`src/rtl/gpio_in_conditioner.sv`:
```
// gpio_in_conditioner
// Conditions 16 raw asynchronous pad inputs for the AHB GPIO peripheral's GPIOIN bus.
// Each bit passes through a two-flop synchroniser and then a per-bit debounce filter.
// The filtered word is registered and presented with a parity bit in bit 16.
// The block also flags data changes and reports whether any debounce is pending.
module gpio_in_conditioner #(
    parameter int DEBOUNCE_CYCLES = 4
) (
    input  logic        HCLK,
    input  logic        HRESETn,
    input  logic [15:0] PADIN,
    input  logic        PARITYSEL,
    output logic [16:0] GPIODATA,
    output logic        CHANGED,
    output logic        STABLE
);

    localparam int            CW      = $clog2(DEBOUNCE_CYCLES + 1);
    localparam logic [CW-1:0] CNT_MAX = CW'(DEBOUNCE_CYCLES - 1);

    logic [15:0]   r_sync1;
    logic [15:0]   r_sync2;
    logic [15:0]   r_deb;
    logic [CW-1:0] r_cnt [16];
    logic [15:0]   r_data;
    logic          r_changed;
    logic          w_cnt_idle;

    // Two-flop synchroniser. There is no logic between the stages, which leaves
    // the full cycle for metastability to resolve.
    always_ff @(posedge HCLK or negedge HRESETn) begin
        // NOTE: sequential state uses non-blocking assignments, so r_sync2 takes the
        // old r_sync1. A blocking assignment here would collapse the two stages into one.
        if (!HRESETn) begin
            r_sync1 <= '0;
            r_sync2 <= '0;
        end else begin
            r_sync1 <= PADIN;
            r_sync2 <= r_sync1;
        end
    end

    // Per-bit debounce. The filtered bit flips only after the synchronised bit has
    // differed from it for DEBOUNCE_CYCLES consecutive edges. Any return to the
    // filtered value discards the partial count.
    always_ff @(posedge HCLK or negedge HRESETn) begin
        if (!HRESETn) begin
            r_deb <= '0;
            // NOTE: the counter array is a small set of flops, not a RAM. Every entry
            // is reset explicitly so that a reset mid-count throws away all partial counts.
            for (int i = 0; i < 16; i++) begin
                r_cnt[i] <= '0;
            end
        end else begin
            for (int i = 0; i < 16; i++) begin
                if (r_sync2[i] == r_deb[i]) begin
                    r_cnt[i] <= '0;
                end else if (r_cnt[i] == CNT_MAX) begin
                    r_deb[i] <= r_sync2[i];
                    r_cnt[i] <= '0;
                end else begin
                    r_cnt[i] <= r_cnt[i] + CW'(1);
                end
            end
        end
    end

    // Output register. CHANGED pulses in the cycle new filtered data first appears
    // on GPIODATA[15:0].
    always_ff @(posedge HCLK or negedge HRESETn) begin
        if (!HRESETn) begin
            r_data    <= '0;
            r_changed <= 1'b0;
        end else begin
            r_data    <= r_deb;
            r_changed <= (r_deb != r_data);
        end
    end

    // Checks whether every debounce counter is idle. This feeds STABLE.
    always_comb begin
        // NOTE: the default comes first so that every path assigns w_cnt_idle.
        // Without it, always_comb would infer a latch.
        w_cnt_idle = 1'b1;
        for (int i = 0; i < 16; i++) begin
            if (r_cnt[i] != '0) begin
                w_cnt_idle = 1'b0;
            end
        end
    end

    // The parity bit makes the XOR of {GPIODATA, PARITYSEL} equal to 1.
    // Because it is combinational, a PARITYSEL change shows up on bit 16 in the same cycle.
    assign GPIODATA = {~(^r_data ^ PARITYSEL), r_data};
    assign CHANGED  = r_changed;
    assign STABLE   = (r_sync2 == r_deb) && w_cnt_idle;

endmodule

```
`config.mk`:
```
export PLATFORM = sky130hd
export DESIGN_NAME = gpio_in_conditioner
export DESIGN_NICKNAME = d
export VERILOG_FILES = /design/src/rtl/gpio_in_conditioner.sv
export SDC_FILE = /design/constraint.sdc
export NUM_CORES = 1
export LEC_CHECK = 0
export ABC_CLOCK_PERIOD_IN_PS = 2590
export BUFFER_PORTS_ARGS = -buffer_cell sky130_fd_sc_hd__buf_4
export CORE_UTILIZATION = 40
export DETAILED_ROUTE_END_ITERATION = 10
export PLACE_DENSITY = 0.58
export SYNTH_ARGS = -nofsm -noshare
export SYNTH_HDL_FRONTEND = slang
export SYNTH_SLANG_ARGS = --single-unit
```
`constraint.sdc`:
```
create_clock -name HCLK -period 2.59 [get_ports HCLK]
set_input_delay 0.6475 -clock HCLK [delete_from_list [all_inputs] [get_ports HCLK]]
set_output_delay 0.6475 -clock HCLK [all_outputs]
set_load 0.02 [all_outputs]
```
Word level (Yosys, flattened, before mapping)

Index checks and enable logic that the tools add are counted.
W data, S select, Z words.

$add $sub $neg: 16
Eq/ne operators: 34
Mux-type cells: 48
Bitwise gates (word level): 18
Reductions and logical operators: 34

Operators by type and width:

| kind                  | count |
|---|---|
| $mux W3               | 32 |
| $add A3 B1 Y3 const B | 16 |
| $eq A3 B2 Y1 const B  | 16 |
| $reduce_bool A3 Y1    | 16 |
| $reduce_and A2 Y1     | 16 |
| $not A1 Y1            | 17 |
| $eq A1 B1 Y1          | 16 |
| $eq A16 B16 Y1        | 1 |
| $mux W1               | 16 |
| $ne A16 B16 Y1        | 1 |
| $reduce_xor A16 Y1    | 1 |
| $logic_and A1 B1 Y1   | 1 |
| $xor A1 B1 Y1         | 1 |

Bits in registers: 113
Input bits: 19
Word-level logic and storage cells: 186

Logic depth before layout (Yosys ltp)

Gate-level depths: netlist of run 1.

Depth in word-level cells: 18
Mapped depth: 6
Mapped depth without buffers: 6

Worst setup path before layout of run 1

Ideal clock, no wire load.

Path kind: input port to output port
From: input port PARITYSEL
To: output port GPIODATA[16]
Arrival: 1689 ps
Setup slack: 253 ps
Cell stages on the path: 4
Cell sequence: xnor2_1 -> xnor2_1 -> xnor3_1 -> xnor2_1

Longest elaborated chain between the ends: 2

RTL lines:

| element            | line | source |
|---|---|---|
| start: declaration | 12   | `input logic PARITYSEL,` |
| $xor A1 B1 Y1      | 94   | `assign GPIODATA = {~(^r_data ^ PARITYSEL), r_data};` |
| $not A1 Y1         | 94   |  |
| end: declaration   | 13   | `output logic [16:0] GPIODATA,` |

Every way passes these cells.

Worst setup path after layout of run 1

From: register r_deb[15]
To: output port STABLE

Longest elaborated chain between the ends: 2

RTL lines:

| element                          | line | source |
|---|---|---|
| start: declaration               | 23   | `logic [15:0] r_deb;` |
| start signal: indexed assignment | 59   | `r_deb[i] <= r_sync2[i];` |
| $eq A16 B16 Y1                   | 96   | `assign STABLE = (r_sync2 == r_deb) && w_cnt_idle;` |
| $logic_and A1 B1 Y1              | 96   |  |
| end: declaration                 | 15   | `output logic STABLE` |

Every way passes these cells.

==> results.txt, run 1 <==
----------------------------------------------------
[Finish]
  Count of nets after finishing ... 466
  Filler cell count in the final layout ... 940
  Reg area ... 2830 sq um
  Share of cells above drive strength 1 ... 0.293
  Number of diodes added for antenna fixing ... 0
  Most used cells in the layout excluding fill and tap cells ... 108 x dfrtp_1, 67 x buf_4, 32 x inv_1, 32 x ha_1, 30 x nor3b_1
  Synthesis-to-finish area growth ... 31.6%
  Most common library cell in the layout ignoring fill and taps ... dfrtp_1
  Count of non-filler cells in the finished layout ... 567
  Combined area of the multi-input logic cells ... 1750 sq um

[Worst setup path]
  Levels on crit path ... 5
  Highest fanout seen on the critical path ... 4
  Critical path endpoint category ... output port
  Gate family responsible for the most delay along the worst path ... simple AND/OR/NAND/NOR gates
  Critical path buffer and inverter count ... 1
  Worst setup path endpoint ... STABLE
  Critical Path Source Type ... flop
  Cell with the largest stage delay on the worst path ... or4_4
  End of the worst register-to-register path ... CHANGED
  Classification of the worst setup path ... reg -> out
  Timing startpoint of the critical path ... r_deb[15]
  Startpoint of the most critical register-to-register path ... r_deb[2]
  Logic depth of the worst register-to-register path ... 4
  Slowest stage delay, CP ... 0.56 ns
  Arr. time, crit path ... 2.08 ns
  Req. time, crit path ... 1.94 ns
  CP Cell Sequence ... xnor2_2, nand4_1, or4_4, nor3_4, buf_6
  FF-to-FF setup slack ... 1.13 ns

[GRT]
  Global-route wire length before repair ... 14000 um
  Maximum number of pins on one net before global-route repair ... 53
  Global-route usage over all layers ... 0.167
  Via count of the first global-routing pass ... 2802
  Final global-route overflow total ... 0
  Antenna violations before repair ... 0

[Power]
  Reported net switching power ... 2.68 mW
  Sequential Power Share ... 0.344
  Proportion of power drawn by the clock network ... 0.266
  Sw frac ... 0.334
  Maximum vdd ir drop ... 1380 uV
  Part of the power in combinational logic ... 0.390
  Overall power of the completed layout ... 8.03 mW
  Internal Power ... 5.35 mW
  Power per Cell Area ... 1350 nW/um^2
  LEAKAGE ... 2.85 nW

[Clocking]
  Worst skew pair latency ... 0.41 ns
  Clock tree from TritonCTS ... built
  Worst-path clk slew ... 0.05 ns
  Total clock buffers created by CTS ... 17
  H-tree Lvls ... 4
  CTS sink count ... 113
  Maximum clock insertion buffer count ... 2
  Cell at the root of the clock tree ... clkbuf_16
  Number of buffers inserted by hold repair at cts ... 0

[Yosys]
  Yosys warning total ... 0
  Gate count of the mapped netlist ... 327
  Mean instance size in the synthesized netlist ... 13.9 sq um
  Number of storage elements in the synthesis netlist ... 113
  Share of the synthesized area in compound gates (AO/OA/AOI/OAI) ... 0
  Simple-gate portion of the synthesized area ... 0.127
  Adder and majority cell fraction of the synthesized area ... 0.0884
  Mux share of post-synthesis cell area ... 0.0398
  Largest family of logic cells by synthesized area ... simple AND/OR/NAND/NOR gates
  Number of nets in the synthesized netlist ... 378
  Share of the yosys chip area belonging to registers ... 0.624
  Number of distinct library cells after synthesis ... 21
  Xor/xnor share of the synthesized area ... 0.0939
  Area of the mapped netlist ... 4530 sq um

[Route]
  Post-DRT Antenna Nets ... 0
  DR vias/cell ... 4.66
  Vias after detailed routing ... 2643
  DRT iter0 DRCs ... 67
  Total detailed-routing wirelength ... 8420 um
  Post-route DRC ... 0
  Pre-Repair DR Iteration Count ... 4
  Wire length per cell after detailed routing ... 14.9 um

[STA]
  Minimum clock period after layout ... 2.73 ns
  Max Slew Vio Count ... 0
  Worst-case headroom to the max-slew limit ... 0.541
  Unrepaired setup endpoints after global routing ... yes
  Final-layout setup total negative slack ... -0.142 ns
  Hold slack final ... 0.288 ns
  Minimum setup slack in the final design ... -0.142 ns
  Share of the clock period used by the worst path ... 1.05
  Setup-failing EPs final ... 1
  Worst Skew ... 0.00659 ns
  Final hold violation count ... 0
  Pin slew with the least headroom to its limit ... 0.689 ns
  Peak Freq ... 366 MHz

[Die]
  Effective utilization at floorplan ... 0.414
  Die span in x ... 108 um
  Die Outline Area ... 11800 sq um
  Io pins ... 38
  Row cnt ... 38
  Die H ... 108 um
  Area of the core ... 10900 sq um

[Place]
  Setup WS pre-CTS ... 0.0855 ns
  Placed cell count ... 523
  Gpl congestion ... 0.718
  Hpwl dp ... 6180 um
  Port-buffer cells ... 37

[Hold path]
  Type of the most critical hold path ... in -> async

[Status]
  Violations in the final reports ... setup timing
  Status ... finished with violations

[Flow run]
  Count of max-cap constraint violations ... 0

----------------------------------------------------
-- Yosys cell counts --
cell,number,area (sq um)
dfrtp_1,113,2830
ha_1,32,400
inv_1,32,120
nor3b_1,30,225
xnor2_1,28,245
nor2b_1,18,113
xor2_1,18,158
nor3_1,17,85.1
mux2_1,12,135
nand4_1,7,43.8
mux2_2,4,45.0
nor4_1,4,25.0
nor4b_1,3,26.3
nor4bb_1,2,20.0
nand2_1,1,3.75
nand3_1,1,5.00
nand4b_1,1,8.76
nor2_1,1,3.75
nor3_2,1,10.0
or4_1,1,7.51
xnor3_1,1,22.5
-- how the worst min path moves through the flow --
stage                     slack [ns]     endpoint   startpoint
after CTS                       0.31    r_cnt[17]      HRESETn
after detailed placement        0.33  r_sync2[11]  r_sync1[11]
after floorplan                 0.33   r_sync2[0]   r_sync1[0]
after global placement          0.33  r_sync2[15]  r_sync1[15]
after global routing            0.33   r_sync1[5]     PADIN[5]
final                           0.29    r_cnt[12]      HRESETn
-- what timing repair did --
| action | CTS | global route |
|---|---|---|
| buffers inserted | 12 | 1 |
| pin swaps | 11 | 7 |
| gates resized for setup | 21 | 7 |
| setup endpoints to repair | 2 | 2 |
-- cells by family after synthesis --
logic type / Yosys count
flops: 113
mux: 16
simple gates: 87
buf+inv: 32
xor+xnor: 47
fa+ha+maj: 32
-- metrics by stage --
stage,instance area [sq um],util
CTS,5920,0.542
floorplan,4530,-
detailed placement,5140,0.470
global route,5960,0.545
finish,5960,0.545
global placement,5140,0.470
-- power groups by stage --
stage               combinational (mW)  sequential, mW  clock, mW
CTS                               3.16            2.75       2.18
detailed placement                2.84            2.76          0
finish                            3.13            2.76       2.14
global placement                  2.75            2.74          0
global route                      3.43            2.83       2.27
floorplan                         1.58            2.80          0
-- flip-flops by register name, summed over array words and instances, names as in the netlist --
signal and count:
r_sync2 16, CHANGED 1, r_sync1 16, r_cnt 48
r_deb 16, r_data 16
-- layout make-up --
class	instances	area share
sequential	113	0.475
multi-input combinational	182	0.293
timing repair buffer	69	0.0896
clock buffer	26	0.0838
tap	140	0.0294
inverter	32	0.0202
clock inverter	5	0.00882
-- per-layer routing --
| metal | global-route usage | vias to the layer above | routed length (um) |
|---|---|---|---|
| met5 | 0 | - | 0 |
| met4 | 0.0898 | 0 | 204 |
| met3 | 0.0494 | 14 | 316 |
| met2 | 0.250 | 42 | 3900 |
| met1 | 0.219 | 1313 | 4000 |
| li1 | - | 1274 | - |
(Power assumes the default switching activity.)
==> run 2, diff against run 1 <==
--- a/config.mk
+++ b/config.mk
@@ -7,9 +7,10 @@
 export LEC_CHECK = 0
 export ABC_CLOCK_PERIOD_IN_PS = 2590
 export BUFFER_PORTS_ARGS = -buffer_cell sky130_fd_sc_hd__buf_4
-export CORE_UTILIZATION = 40
+export CORE_UTILIZATION = 59
 export DETAILED_ROUTE_END_ITERATION = 10
-export PLACE_DENSITY = 0.58
+export PLACE_DENSITY = 0.8
+export REMOVE_ABC_BUFFERS = 1
 export SYNTH_ARGS = -nofsm -noshare
 export SYNTH_HDL_FRONTEND = slang
 export SYNTH_SLANG_ARGS = --single-unit
==> results.txt, run 2 (same netlist as run 1, synthesis figures left out) <==
----------------------------------------------------
[Status]
  Status ... finished with violations (unchanged)
  Violations in the final reports ... setup timing (unchanged)

[Die]
  Die span in x ... 89.6 um (was 108 um)
  Row cnt ... 31 (was 38)
  Die Outline Area ... 8030 sq um (was 11800 sq um)
  Effective utilization at floorplan ... 0.618 (was 0.414)
  Io pins ... 38 (unchanged)
  Area of the core ... 7330 sq um (was 10900 sq um)
  Die H ... 89.6 um (was 108 um)

[Worst setup path]
  CP Cell Sequence ... xnor2_2, nand4_1, or4_4, nor3_4, buf_6 (unchanged)
  Highest fanout seen on the critical path ... 4 (unchanged)
  Logic depth of the worst register-to-register path ... 4 (unchanged)
  Startpoint of the most critical register-to-register path ... r_data[1] (was r_deb[2])
  Critical Path Source Type ... flop (unchanged)
  Classification of the worst setup path ... reg -> out (unchanged)
  Timing startpoint of the critical path ... r_deb[13] (was r_deb[15])
  FF-to-FF setup slack ... 1.04 ns (was 1.13 ns)
  Gate family responsible for the most delay along the worst path ... simple AND/OR/NAND/NOR gates (unchanged)
  Critical path buffer and inverter count ... 1 (unchanged)
  Req. time, crit path ... 1.94 ns (about the same)
  End of the worst register-to-register path ... CHANGED (unchanged)
  Cell with the largest stage delay on the worst path ... or4_4 (unchanged)
  Arr. time, crit path ... 2.25 ns (was 2.08 ns)
  Critical path endpoint category ... output port (unchanged)
  Slowest stage delay, CP ... 0.52 ns (was 0.56 ns)

[Clocking]
  Total clock buffers created by CTS ... 17 (unchanged)
  CTS sink count ... 113 (unchanged)
  Maximum clock insertion buffer count ... 2 (unchanged)
  H-tree Lvls ... 4 (unchanged)
  Cell at the root of the clock tree ... clkbuf_8 (was clkbuf_16)
  Worst skew pair latency ... 0.51 ns (was 0.41 ns)
  Clock tree from TritonCTS ... built (unchanged)
  Worst-path clk slew ... 0.06 ns (was 0.05 ns)

[Finish]
  Count of non-filler cells in the finished layout ... 528 (was 567)
  Synthesis-to-finish area growth ... 31.7% (was 31.6%)
  Most used cells in the layout excluding fill and tap cells ... 105 x dfrtp_1, 67 x buf_4, 32 x inv_1, 32 x ha_1, 30 x nor3b_1 (was 108 x dfrtp_1, 67 x buf_4, 32 x inv_1, 32 x ha_1, 30 x nor3b_1)
  Filler cell count in the final layout ... 359 (was 940)
  Count of nets after finishing ... 467 (was 466)
  Max reg flops ... 48 (unchanged)
  Largest register by flop count ... r_cnt (unchanged)
  Share of cells above drive strength 1 ... 0.308 (was 0.293)
  Number of diodes added for antenna fixing ... 0 (unchanged)
  Most common library cell in the layout ignoring fill and taps ... dfrtp_1 (unchanged)

[Hold path]
  Type of the most critical hold path ... in -> reg (was in -> async)
  Cells on Worst Hold Path ... 1
  Launch instance of the worst min-delay path ... PADIN[3]
  Worst Hold Path EP ... r_sync1[3]

[GRT]
  Antenna violations before repair ... 0 (unchanged)
  Maximum number of pins on one net before global-route repair ... 109 (was 53)
  Global-route wire length before repair ... 14300 um (was 14000 um)
  Via count of the first global-routing pass ... 2976 (was 2802)
  Global-route usage over all layers ... 0.256 (was 0.167)
  Final global-route overflow total ... 0 (unchanged)

[STA]
  Final-layout setup total negative slack ... -0.354 ns (was -0.142 ns)
  Unrepaired setup endpoints after global routing ... yes (unchanged)
  Worst-case headroom to the max-slew limit ... 0.633 (was 0.541)
  Minimum clock period after layout ... 2.89 ns (was 2.73 ns)
  Final hold violation count ... 0 (unchanged)
  Setup-failing EPs final ... 2 (was 1)
  Peak Freq ... 346 MHz (was 366 MHz)
  Max Slew Vio Count ... 0 (unchanged)
  Share of the clock period used by the worst path ... 1.12 (was 1.05)
  Pin slew with the least headroom to its limit ... 0.551 ns (was 0.689 ns)
  Minimum setup slack in the final design ... -0.303 ns (was -0.142 ns)
  Worst Skew ... 0.00570 ns (was 0.00659 ns)

[Route]
  Vias after detailed routing ... 2797 (was 2643)
  DRT iter0 DRCs ... 144 (was 67)
  Post-DRT Antenna Nets ... 0 (unchanged)
  Total detailed-routing wirelength ... 9110 um (was 8420 um)
  Post-route DRC ... 0 (unchanged)
  Wire length per cell after detailed routing ... 17.2 um (was 14.9 um)
  DR vias/cell ... 5.30 (was 4.66)
  Pre-Repair DR Iteration Count ... 5 (was 4)

[Place]
  Hpwl dp ... 5710 um (was 6180 um)
  Port-buffer cells ... 37 (unchanged)
  Placed cell count ... 480 (was 523)
  Gpl congestion ... 0.784 (was 0.718)
  Setup WS pre-CTS ... 0.164 ns (was 0.0855 ns)

[Flow run]
  Count of max-cap constraint violations ... 0 (unchanged)

[Power]
  Power per Cell Area ... 1390 nW/um^2 (was 1350 nW/um^2)
  Maximum vdd ir drop ... 960 uV (was 1380 uV)
  LEAKAGE ... 2.88 nW (was 2.85 nW)
  Overall power of the completed layout ... 8.28 mW (was 8.03 mW)

----------------------------------------------------
==> run 2: cell types whose count changed in the layout (fill, tap and decap cells not counted), moves of 2 or more <==
cell	previous run	this run
clkbuf_1	5	3
xnor2_1	11	9
dfrtp_2	5	8
dfrtp_1	108	105
xnor2_2	16	18
bufinv_16	1	3
==> run 2: worst reg2reg max path, stage by stage, from the launching register on <==
cell and delay, ns:
dfrtp_1 0.42, buf_4 0.17, xor2_1 0.15, nor4_1 0.43, nand4_1 0.21
==> run 2: worst max path at each step <==
stage	slack [ns]	cells after the start	end
final	-0.30	5	STABLE
after global routing	-0.38	5	STABLE
after CTS	-0.26	5	STABLE
after detailed placement	0.16	6	GPIODATA[16]
after global placement	0.22	6	GPIODATA[16]
after floorplan	0.25	4	GPIODATA[16]
==> run 2: what timing repair did <==
item	in CTS	in global routing
endpoints found under the setup margin	2	2
endpoints found under the hold margin	5	0
pin swaps	13	5
buffers inserted	13	2
hold buffers	1	0
gates resized for setup	26	6
==> run 2: power by group <==
group / leakage, nW / switching, mW / total, mW / internal (mW)
sequential: 1.39 / 0.528 / 2.79 / 2.26
combinational: 1.20 / 1.51 / 3.22 / 1.71
clock: 0.285 / 0.762 / 2.27 / 1.51
total: 2.88 / 2.80 / 8.28 / 5.48
==> run 2: final cells by class <==
type                            count  area [sq um]  area share
Tap cell                           99           124      0.0208
Multi-Input combinational cell    182          1750       0.294
Inverter                           32           120      0.0201
Clock inverter                     10           134      0.0224
Timing Repair Buffer               70           544      0.0912
Clock buffer                       22           453      0.0759
Sequential cell                   113          2840       0.476
==> run 2: routing by layer <==
metal / global-route usage / share of wire
met3: 0.0887 / 0.050
met4: 0.113 / 0.019
met2: 0.413 / 0.51
met1: 0.315 / 0.43
met5: 0 / 0
==> run 2: per-stage QoR <==
step	utilization	hold WS, ns	cell area, sq um
finish	0.814	0.234	5970
global route	0.814	0.208	5970
CTS	0.808	0.219	5920
detailed placement	0.692	0.335	5070
global placement	0.692	0.332	5070
floorplan	-	0.331	4530
